===== src/rtl/rcc_rsr_pkg.sv =====
// Shared definitions for the RCC reset-status flag generator: source indices,
// LSI handshake states and index helpers.
package rcc_rsr_pkg;

  localparam int unsigned SRC_LPWR2 = 0;
  localparam int unsigned SRC_LPWR1 = 1;
  localparam int unsigned SRC_WWDG2 = 2;
  localparam int unsigned SRC_WWDG1 = 3;
  localparam int unsigned SRC_IWDG2 = 4;
  localparam int unsigned SRC_IWDG1 = 5;
  localparam int unsigned SRC_SFT2  = 6;
  localparam int unsigned SRC_POR   = 7;
  localparam int unsigned SRC_SFT1  = 8;
  localparam int unsigned SRC_BOR   = 9;
  localparam int unsigned SRC_PIN   = 10;
  localparam int unsigned SRC_D2    = 11;
  localparam int unsigned SRC_OBL   = 12;

  localparam logic [4:0]  CAUSE_NONE            = 5'h1F;
  localparam logic [12:0] RST_FLAG_MASK_DEFAULT = 13'h0280;

  typedef enum logic [1:0] {
    LSI_OFF,
    LSI_START,
    LSI_RDY
  } lsi_state_e;

  function automatic logic [4:0] highest_set_idx(input logic [31:0] v);
    logic [4:0] idx;
    idx = CAUSE_NONE;
    for (int unsigned i = 0; i < 32; i++) begin
      if (v[i]) idx = 5'(i);
    end
    return idx;
  endfunction

  function automatic logic [4:0] lowest_set_idx(input logic [31:0] v);
    logic [4:0] idx;
    idx = CAUSE_NONE;
    for (int unsigned i = 32; i > 0; i--) begin
      if (v[i-1]) idx = 5'(i - 1);
    end
    return idx;
  endfunction

endpackage


===== src/rtl/rcc_rsr_flags_gen_cpu_view.sv =====
// One CPU's view of the reset status: sticky flags, RMVF control bit and the
// index of the most recently captured reset source.
module rcc_rsr_cpu_view
  import rcc_rsr_pkg::*;
#(
  parameter int unsigned          NUM_SRC       = 13,
  parameter logic [NUM_SRC-1:0]   RST_FLAG_MASK = NUM_SRC'(RST_FLAG_MASK_DEFAULT)
) (
  input  logic               clk_i,
  input  logic               rst_n_i,
  input  logic [NUM_SRC-1:0] evt_i,
  input  logic               rmvf_wren_i,
  input  logic               wdata_i,
  output logic [NUM_SRC-1:0] flags_o,
  output logic               rmvf_o,
  output logic [4:0]         cause_o
);

  localparam logic [4:0] RST_CAUSE = lowest_set_idx(32'(RST_FLAG_MASK));

  logic [NUM_SRC-1:0] flags_q, flags_d;
  logic               rmvf_q, rmvf_d;
  logic [4:0]         cause_q, cause_d;
  logic               clr;

  // A write of 1 wins over an event in the same cycle, so the clear takes
  // effect on the write edge rather than one cycle later.
  always_comb begin
    clr     = rmvf_q | (rmvf_wren_i & wdata_i);
    rmvf_d  = rmvf_wren_i ? wdata_i : rmvf_q;
    flags_d = flags_q | evt_i;
    cause_d = cause_q;
    if (clr) begin
      flags_d = '0;
      cause_d = CAUSE_NONE;
    end else if (|evt_i) begin
      cause_d = highest_set_idx(32'(evt_i));
    end
  end

  always_ff @(posedge clk_i) begin
    if (!rst_n_i) begin
      flags_q <= RST_FLAG_MASK;
      rmvf_q  <= 1'b0;
      cause_q <= RST_CAUSE;
    end else begin
      flags_q <= flags_d;
      rmvf_q  <= rmvf_d;
      cause_q <= cause_d;
    end
  end

  assign flags_o = flags_q;
  assign rmvf_o  = rmvf_q;
  assign cause_o = cause_q;

endmodule


===== src/rtl/rcc_rsr_flags_gen.sv =====
// Reset-status flag generator: synchronises and edge-detects reset sources,
// fans the events out to per-CPU views, and runs the LSI enable/ready handshake.
module rcc_rsr_flags_gen
  import rcc_rsr_pkg::*;
#(
  parameter int unsigned        NUM_CPU       = 2,
  parameter int unsigned        NUM_SRC       = 13,
  parameter logic [NUM_SRC-1:0] RST_FLAG_MASK = NUM_SRC'(RST_FLAG_MASK_DEFAULT),
  parameter int unsigned        LSI_STARTUP   = 16,
  parameter int unsigned        SYNC_STAGES   = 2
) (
  input  logic                       clk,
  input  logic                       rst_n,
  input  logic [NUM_SRC-1:0]         rst_src,
  input  logic [NUM_CPU-1:0]         rmvf_wren,
  input  logic                       lsion_wren,
  input  logic                       wdata,
  output logic [NUM_CPU*NUM_SRC-1:0] rsr_flags,
  output logic [NUM_CPU-1:0]         rsr_rmvf,
  output logic [NUM_CPU*5-1:0]       last_cause,
  output logic                       lsion,
  output logic                       lsirdy
);

  localparam int unsigned      CNT_W    = $clog2(LSI_STARTUP + 1);
  localparam logic [CNT_W-1:0] CNT_MAX  = '1;
  localparam logic [CNT_W-1:0] CNT_LAST = CNT_W'(LSI_STARTUP - 1);

  logic [SYNC_STAGES-1:0][NUM_SRC-1:0] sync_q;
  logic [NUM_SRC-1:0]                  prev_q;
  logic [NUM_SRC-1:0]                  evt;

  always_ff @(posedge clk) begin
    if (!rst_n) begin
      sync_q <= '0;
      prev_q <= '0;
    end else begin
      sync_q <= {sync_q[SYNC_STAGES-2:0], rst_src};
      prev_q <= sync_q[SYNC_STAGES-1];
    end
  end

  assign evt = sync_q[SYNC_STAGES-1] & ~prev_q;

  for (genvar c = 0; c < NUM_CPU; c++) begin : g_cpu
    rcc_rsr_cpu_view #(
      .NUM_SRC       (NUM_SRC),
      .RST_FLAG_MASK (RST_FLAG_MASK)
    ) u_view (
      .clk_i       (clk),
      .rst_n_i     (rst_n),
      .evt_i       (evt),
      .rmvf_wren_i (rmvf_wren[c]),
      .wdata_i     (wdata),
      .flags_o     (rsr_flags[c*NUM_SRC +: NUM_SRC]),
      .rmvf_o      (rsr_rmvf[c]),
      .cause_o     (last_cause[c*5 +: 5])
    );
  end

  lsi_state_e       state_q, state_d;
  logic [CNT_W-1:0] cnt_q, cnt_d;
  logic             lsion_q, lsirdy_q;

  always_comb begin
    state_d = state_q;
    cnt_d   = cnt_q;
    unique case (state_q)
      LSI_OFF: begin
        if (lsion_wren && wdata) begin
          state_d = LSI_START;
          cnt_d   = '0;
        end
      end
      LSI_START: begin
        if (lsion_wren && !wdata) begin
          state_d = LSI_OFF;
          cnt_d   = '0;
        end else begin
          if (cnt_q != CNT_MAX) cnt_d = cnt_q + CNT_W'(1);
          if (cnt_q == CNT_LAST) state_d = LSI_RDY;
        end
      end
      LSI_RDY: begin
        if (lsion_wren && !wdata) begin
          state_d = LSI_OFF;
          cnt_d   = '0;
        end
      end
      default: begin
        state_d = LSI_OFF;
        cnt_d   = '0;
      end
    endcase
  end

  // Outputs are registered from the next state so they change on the same
  // edge as the state itself.
  always_ff @(posedge clk) begin
    if (!rst_n) begin
      state_q  <= LSI_OFF;
      cnt_q    <= '0;
      lsion_q  <= 1'b0;
      lsirdy_q <= 1'b0;
    end else begin
      state_q  <= state_d;
      cnt_q    <= cnt_d;
      lsion_q  <= (state_d != LSI_OFF);
      lsirdy_q <= (state_d == LSI_RDY);
    end
  end

  assign lsion  = lsion_q;
  assign lsirdy = lsirdy_q;

endmodule


===== config.mk =====
export PLATFORM = sky130hd
export DESIGN_NAME = rcc_rsr_flags_gen
export DESIGN_NICKNAME = d
export VERILOG_FILES = /design/src/rtl/rcc_rsr_pkg.sv /design/src/rtl/rcc_rsr_flags_gen_cpu_view.sv /design/src/rtl/rcc_rsr_flags_gen.sv
export SDC_FILE = /design/constraint.sdc
export NUM_CORES = 1
export LEC_CHECK = 0
export ABC_AREA = 1
export CAP_MARGIN = 5
export CORE_UTILIZATION = 35
export CTS_CLUSTER_DIAMETER = 60
export DETAILED_ROUTE_END_ITERATION = 8
export PLACE_DENSITY = 0.67
export SLEW_MARGIN = 20
export SYNTH_ARGS = -nofsm -noshare
export SYNTH_HDL_FRONTEND = slang
export SYNTH_SLANG_ARGS = --single-unit
export TNS_END_PERCENT = 20

===== constraint.sdc =====
create_clock -name clk -period 4.4 [get_ports clk]
set_input_delay 0.88 -clock clk [delete_from_list [all_inputs] [get_ports clk]]
set_output_delay 0.88 -clock clk [all_outputs]
set_load 0.01 [all_outputs]

==> results.md, run 1 <==
* Vias at 2257
* Initial antenna violation count at 0
* Comb power frac at 10.9%
* Hold Path Cell Cnt at 2
* Final Hold Vio Count at 0
* Placement Cell Area at 3650 um2
* Die area at 8960 um2
* CTS tree: yes
* CP max-delay cell: buf_2
* Final Max Slew Viols at 0
* Site row count at 33
* Top cells by area, synth: dfxtp_1 (57%), nand2_1 (10%), inv_1 (8.2%), nor2_1 (6.2%), a21oi_1 (4.8%)
* Post-Syn Area per Cell at 8.19 um2
* Hold Path Class: reg2reg
* Post-CTS setup repair buffer count at 0
* PD cells at 412 nW/um2
* Clock Tree Buf Depth at 2
* Int Pwr at 1220 uW
* Largest net degree at the start of global routing at 46
* Synthesis-stage register bit count at 86
* Cell with the most instances after synthesis: dfxtp_1
* Routed WL per cell at 10.3 um
* R2R Path Start: cnt_q[0]
* GPL Wtd Cong at 0.742
* Syn Nets at 389
* CTS buffer count at 9
* Antenna viol nets, final at 0
* Area Overhead vs Synth at 28.7%
* Critical path fanouts, max at 45
* Area of the multi-input gates at 946 um2
* Maximum VDD drop at 0.153 mV
* R2r setup slk at 2.64 ns
* Slowest stage delay, CP at 0.62 ns
* Initial drt markers at 71
* Crit Reg-Reg Endpoint: cnt_q[3]
* DR pass1 iterations at 4
* Clk slew on worst S/H paths at 0.09 ns
* Storage element area at 1720 um2
* Global route overflow at 0
* Max frequency at 445 MHz
* Hold_buf cts at 0
* Minimum clock period at 2.25 ns
* Setup Skew at 0.00831 ns
* Clk sink count at 86
* Fraction of layout cells with a size suffix above 1 at 8.37%
* Hold Path End: sync_q[18]
* CTS root buf: clkbuf_8
* Synthesized area at 3000 um2
* Ys async rst share at 0%
* Total track usage at 13.7%
* I/O Pins at 59
* Nets at 447
* Fin Setup TNS at 0 ns
* Final cell count without fillers at 535
* Vias/cell at 4.22
* Clock power frac at 36.4%
* Die width at 94.6 um
* Max-cap violation count at 0
* R2R cell count at 10
* Final setup viols at 0
* Drt drc at 0
* Buffers on Ports at 58
* Worst skew pair latency at 0.34 ns
* Crit-path cells: buf_2 > inv_1 > nor2_1 > inv_2 > a21oi_1 > nand2_1
* CP Launch Type: input pin
* Number of global-route vias before repair at 2109
* Core Area at 8260 um2
* Initial Util at 36.4%
* Most common flop cell mapped by yosys: dfxtp_1
* Setup crit end kind: flop
* Die span in y at 94.6 um
* Post-Synthesis Cells at 367
* EDFF count, synth at 0
* CP required at 4.62 ns
* Resized cells post-CTS at 0
* Crit path DAT at 2.47 ns
* Synth Warn # at 0
* RSZ-0062 raised after global routing: false
* Top cells by count, synth: dfxtp_1 (86), nand2_1 (81), inv_1 (66)
* Unique cell type count in the Yosys netlist at 34
* Switch share at 23.5%
* First-pass GRT wire length at 9380 um
* Synth top area share at 57.3%
* Sequential power share at 52.6%
* Worst Tran Pin Value at 0.813 ns
* Cells after DPL at 519
* H-Tree Depth at 3
* Min-delay src: sync_q[5]
* Dpl hpwl at 4050 um
* Period utilization at 51.1%
* Net Switching at 373 uW
* Leak at 0.00184 uW
* Antenna cells at 0
* Headroom to the max-slew limit at 45.8%
* Synth area leader: dfxtp_1
* Fill cell count at 846
* Post-Layout Inst Area at 3870 um2
* WS Path Type: in2reg
* Routed WL at 5520 um
* Outcome: finished, final reports clean
* Sequential area share after synthesis at 57.3%
## how the worst max path moves through the flow
stage	from	to	slack [ns]	depth (start not counted)
after floorplan	wdata	cnt_q[3]	2.64	10
after global placement	rst_n	g_cpu[0].u_view.cause_o[1]	1.79	6
after detailed placement	rst_n	g_cpu[0].u_view.cause_o[1]	1.75	6
after CTS	rst_n	g_cpu[0].u_view.cause_o[1]	2.12	6
after global routing	rst_n	g_cpu[0].u_view.cause_o[0]	1.91	6
final	rst_n	g_cpu[0].u_view.cause_o[1]	2.15	6
## cell usage in the layout (no fill, tap or decap), drive strengths merged
master,n
dfxtp,86
nand3,5
nand2,85
o22ai,1
a211oi,4
clkinvlp,1
and3,1
nor3,2
clkdlybuf4s50,57
o21ai,9
ha,3
a31oi,2
nor3b,1
clkinv,3
xor2,1
bufinv,2
clkbuf,10
nor2,52
inv,72
o31ai,1
a21oi,31
buf,1
## registers in the layout, summed over array words and instances, names as in the netlist
| name | count |
|---|---|
| cnt_q | 5 |
| g_cpu.u_view.cause_o | 10 |
| g_cpu.u_view.flags_o | 26 |
| g_cpu.u_view.rmvf_o | 2 |
| lsion | 1 |
| lsirdy | 1 |
| prev_q | 13 |
| state_q | 2 |
| sync_q | 26 |
## power by group through the flow
stage               registers (uW)  clock network (uW)  logic, uW
finish                         837                 580        174
global route                   843                 631        196
CTS                            838                 596        177
detailed placement             856                   0        176
global placement               855                   0        172
floorplan                      862                   0       92.4
## critical path, delay by kind of cell
kind            cells  cell delay (ns)
simple gates        2             0.31
buf+inv             3             1.13
compound gates      1             0.14
## area by class of cell
| type | count | share of cell area (%) |
|---|---|---|
| Tap cell | 105 | 3.40 |
| Clock inverter | 6 | 2.23 |
| Clock buffer | 10 | 3.30 |
| Timing Repair Buffer | 58 | 14.9 |
| Inverter | 72 | 7.18 |
| Sequential cell | 86 | 44.5 |
| Multi-Input combinational cell | 198 | 24.5 |
## cell families (layout without fill, tap and decap cells)
| kind of cell | count (synthesis) | in the layout | share of synthesized area, % |
|---|---|---|---|
| AO/OA/AOI/OAI | 48 | 48 | 9.83 |
| XOR/XNOR | 1 | 1 | 0.292 |
| adder cells (fa/ha/maj) | 3 | 3 | 1.25 |
| buffers and inverters | 83 | 146 | 11.2 |
| flip-flops | 86 | 86 | 57.3 |
| AND/OR/NAND/NOR | 146 | 146 | 20.1 |
## metrics by stage
step	total power [uW]	hold WS [ns]	setup WS [ns]	util, %
after floorplan	954	0.390	2.64	-
after global placement	1030	0.392	1.79	44.2
after detailed placement	1030	0.400	1.75	44.2
after CTS	1610	0.417	2.12	46.8
after global routing	1670	0.424	1.91	46.8
final	1590	0.409	2.15	46.8
## per-layer routing
layer / routed length (um) / share of wire [%] / global-route usage, % / up-vias
met5: 0 / 0 / 0 / -
met4: 138 / 2.5 / 7.07 / 0
met3: 209 / 3.8 / 3.46 / 9
met2: 2690 / 49 / 22.8 / 44
met1: 2480 / 45 / 16.2 / 993
li1: - / - / - / 1211
Note: power is estimated with default switching activity, not from simulation.
==> inputs of run 2 (changes only) <==
--- a/config.mk
+++ b/config.mk
@@ -10,7 +10,7 @@
 export CORE_UTILIZATION = 35
 export CTS_CLUSTER_DIAMETER = 60
 export DETAILED_ROUTE_END_ITERATION = 8
-export PLACE_DENSITY = 0.67
+export PLACE_DENSITY = 0.69
 export SLEW_MARGIN = 20
 export SYNTH_ARGS = -nofsm -noshare
 export SYNTH_HDL_FRONTEND = slang
==> constraint.sdc (replaced) <==
create_clock -name clk -period 2 [get_ports clk]
set_input_delay 0.4 -clock clk [delete_from_list [all_inputs] [get_ports clk]]
set_output_delay 0.4 -clock clk [all_outputs]
set_load 0.01 [all_outputs]
==> results.md, run 2 (synthesis results as in run 1) <==
* R2R cell count at 10 (unchanged)
* Headroom to the max-slew limit at 69.2% (was 45.8%)
* DR pass1 iterations at 4 (unchanged)
* Clock Tree Buf Depth at 2 (unchanged)
* Post-CTS setup repair buffer count at 0 (unchanged)
* Clk sink count at 86 (unchanged)
* Largest net degree at the start of global routing at 45 (was 46)
* Fraction of layout cells with a size suffix above 1 at 9.86% (was 8.37%)
* GPL Wtd Cong at 0.804 (was 0.742)
* CP Launch Point: cnt_q[0] (was rst_n)
* Setup crit end: cnt_q[3] (was g_cpu[0].u_view.cause_o[1])
* Total track usage at 13.6% (was 13.7%)
* Setup Skew at 0.00944 ns (was 0.00831 ns)
* Drt drc at 0 (unchanged)
* Die span in y at 94.6 um (unchanged)
* Dpl hpwl at 4100 um (was 4050 um)
* Storage element area at 1720 um2 (unchanged)
* Fin Setup TNS at 0 ns (unchanged)
* Minimum clock period at 1.71 ns
* CP required at 2.24 ns (was 4.62 ns)
* Clock power frac at 34.8% (was 36.4%)
* Global route overflow at 0 (unchanged)
* WS Path Type: reg2reg (was in2reg)
* Buffers on Ports at 58 (unchanged)
* Worst skew pair latency at 0.35 ns (was 0.34 ns)
* Number of global-route vias before repair at 2109 (unchanged)
* Setup crit end kind: flop (unchanged)
* Antenna viol nets, final at 0 (unchanged)
* Final Max Slew Viols at 0 (unchanged)
* CTS buffer count at 9 (unchanged)
* Total power at 3440 uW (was 1590 uW)
* CP dominant cell by count: ha_1
* Core Area at 8260 um2 (unchanged)
* Critical path fanouts, max at 5 (was 45)
* CTS tree: yes (unchanged)
* CTS root buf: clkbuf_8 (unchanged)
* Maximum VDD drop at 0.298 mV (was 0.153 mV)
* Die area at 8960 um2 (unchanged)
* Vias/cell at 4.19 (was 4.22)
* CP max-delay cell: dfxtp_1 (was buf_2)
* Crit-path cells: ha_1 > inv_1 > nor3_1 > ha_1 > a31oi_4 > nand2_4 > inv_6 > nand2_2 > nand2_1 > nor3b_2 (was buf_2 > inv_1 > nor2_1 > inv_2 > a21oi_1 > nand2_1)
* R2R Path Start: cnt_q[0] (unchanged)
* CP top delay family: simple AND/OR/NAND/NOR gates (was buffers and inverters)
* Leak at 0.00186 uW (was 0.00184 uW)
* Final Hold Vio Count at 0 (unchanged)
* Min-delay src: sync_q[5] (unchanged)
* Hold Path Class: reg2reg (unchanged)
* I/O Pins at 59 (unchanged)
* CP Launch Type: flop (was input pin)
* Switch share at 25.2% (was 23.5%)
* Max frequency at 583 MHz
* Most frequent cells in the layout: dfxtp_1 (86), nand2_1 (81), inv_1 (66) (unchanged)
* Worst Tran Pin Value at 0.461 ns (was 0.813 ns)
* Pre-CTS setup slack at 0.0413 ns (was 1.75 ns)
* PD cells at 882 nW/um2 (was 412 nW/um2)
* Vias at 2265 (was 2257)
* Fin util at 47.2% (was 46.8%)
* Most common cell after layout, fill and taps aside: dfxtp_1 (unchanged)
* R2r setup slk at 0.29 ns (was 2.64 ns)
* Crit Reg-Reg Endpoint: cnt_q[3] (unchanged)
* Clk slew on worst S/H paths at 0.08 ns (was 0.09 ns)
* Slowest stage delay, CP at 0.37 ns (was 0.62 ns)
* Nets at 453 (was 447)
* Cells after DPL at 525 (was 519)
* Routed WL per cell at 10.3 um (about the same)
* Site row count at 33 (unchanged)
* Antenna cells at 0 (unchanged)
* Initial Util at 36.4% (unchanged)
* Die width at 94.6 um (unchanged)
* RSZ-0062 raised after global routing: false (unchanged)
* H-Tree Depth at 3 (unchanged)
* Area of the multi-input gates at 946 um2 (unchanged)
* Comb power frac at 11.6% (was 10.9%)
* Resized cells post-CTS at 0 (unchanged)
* Crit path DAT at 1.95 ns (was 2.47 ns)
* Levels on crit path at 10 (was 6)
* Int Pwr at 2570 uW (was 1220 uW)
* Period utilization at 85.7%
* Final cell count without fillers at 541 (was 535)
* Hold_buf cts at 0 (unchanged)
* Net Switching at 865 uW (was 373 uW)
* Max-cap violation count at 0 (unchanged)
* Setup ws final at 0.286 ns (was 2.15 ns)
* Fill cell count at 817 (was 846)
* Initial antenna violation count at 0 (unchanged)
* First-pass GRT wire length at 9260 um (was 9380 um)
* Outcome: finished, final reports clean (unchanged)
* Buf/Inv on CP at 2 (was 3)
* Sequential power share at 53.6% (was 52.6%)
* Routed WL at 5590 um (was 5520 um)
* Initial drt markers at 61 (was 71)
* Final setup viols at 0 (unchanged)
* Area Overhead vs Synth at 29.7% (was 28.7%)
## run 2: worst min-delay path, delay by kind of cell (launching register included)
kind                   cells  cell delay (ns)
buffers and inverters      1             0.04
DFF                        1             0.31
and+or+nand+nor            1             0.05
## run 2: final cells by class
class / count / area share [%]
Sequential cell: 86 / 44.2
Multi-Input combinational cell: 198 / 24.3
Clock buffer: 9 / 3.18
Clock inverter: 7 / 1.90
Inverter: 72 / 7.13
Timing Repair Buffer: 64 / 15.9
Tap cell: 105 / 3.37
## run 2: power by group through the flow
stage,Combinational [uW],Clock [uW],Sequential [uW]
floorplan,203,0,1900
global placement,395,0,1880
detailed placement,403,0,1880
CTS,405,1240,1840
global route,449,1300,1850
finish,400,1200,1840
## run 2: routing by layer
layer | GRT usage (%) | vias up | share of wire, % | wire length, um
li1 | - | 1228 | - | -
met5 | 0 | - | 0 | 0
met2 | 22.8 | 41 | 46 | 2590
met3 | 2.98 | 12 | 4.1 | 230
met4 | 7.95 | 0 | 2.4 | 136
met1 | 15.9 | 984 | 47 | 2640
## run 2: worst min path at each step
stage / endpoint / slack, ns / cells past startpoint
6_report: sync_q[18] / 0.41 / 2
2_1_floorplan: sync_q[13] / 0.39 / 2
4_1_cts: sync_q[17] / 0.42 / 2
3_5_place_dp: sync_q[17] / 0.40 / 2
3_3_place_gp: sync_q[22] / 0.40 / 2
5_1_grt: sync_q[17] / 0.44 / 2
## run 2: through the flow
step | area [um2] | hold slack, ns
finish | 3890 | 0.414
global route | 3890 | 0.435
CTS | 3890 | 0.417
detailed placement | 3700 | 0.396
global placement | 3700 | 0.396
floorplan | 3000 | 0.390
==> inputs of run 3 (changes only) <==
--- a/config.mk
+++ b/config.mk
@@ -11,6 +11,7 @@
 export CTS_CLUSTER_DIAMETER = 60
 export DETAILED_ROUTE_END_ITERATION = 8
 export PLACE_DENSITY = 0.69
+export SKIP_LAST_GASP = 1
 export SLEW_MARGIN = 20
 export SYNTH_ARGS = -nofsm -noshare
 export SYNTH_HDL_FRONTEND = slang
==> results of run 3 <==
Same layout as run 2: the final DEF is identical, and so are final timing and power.
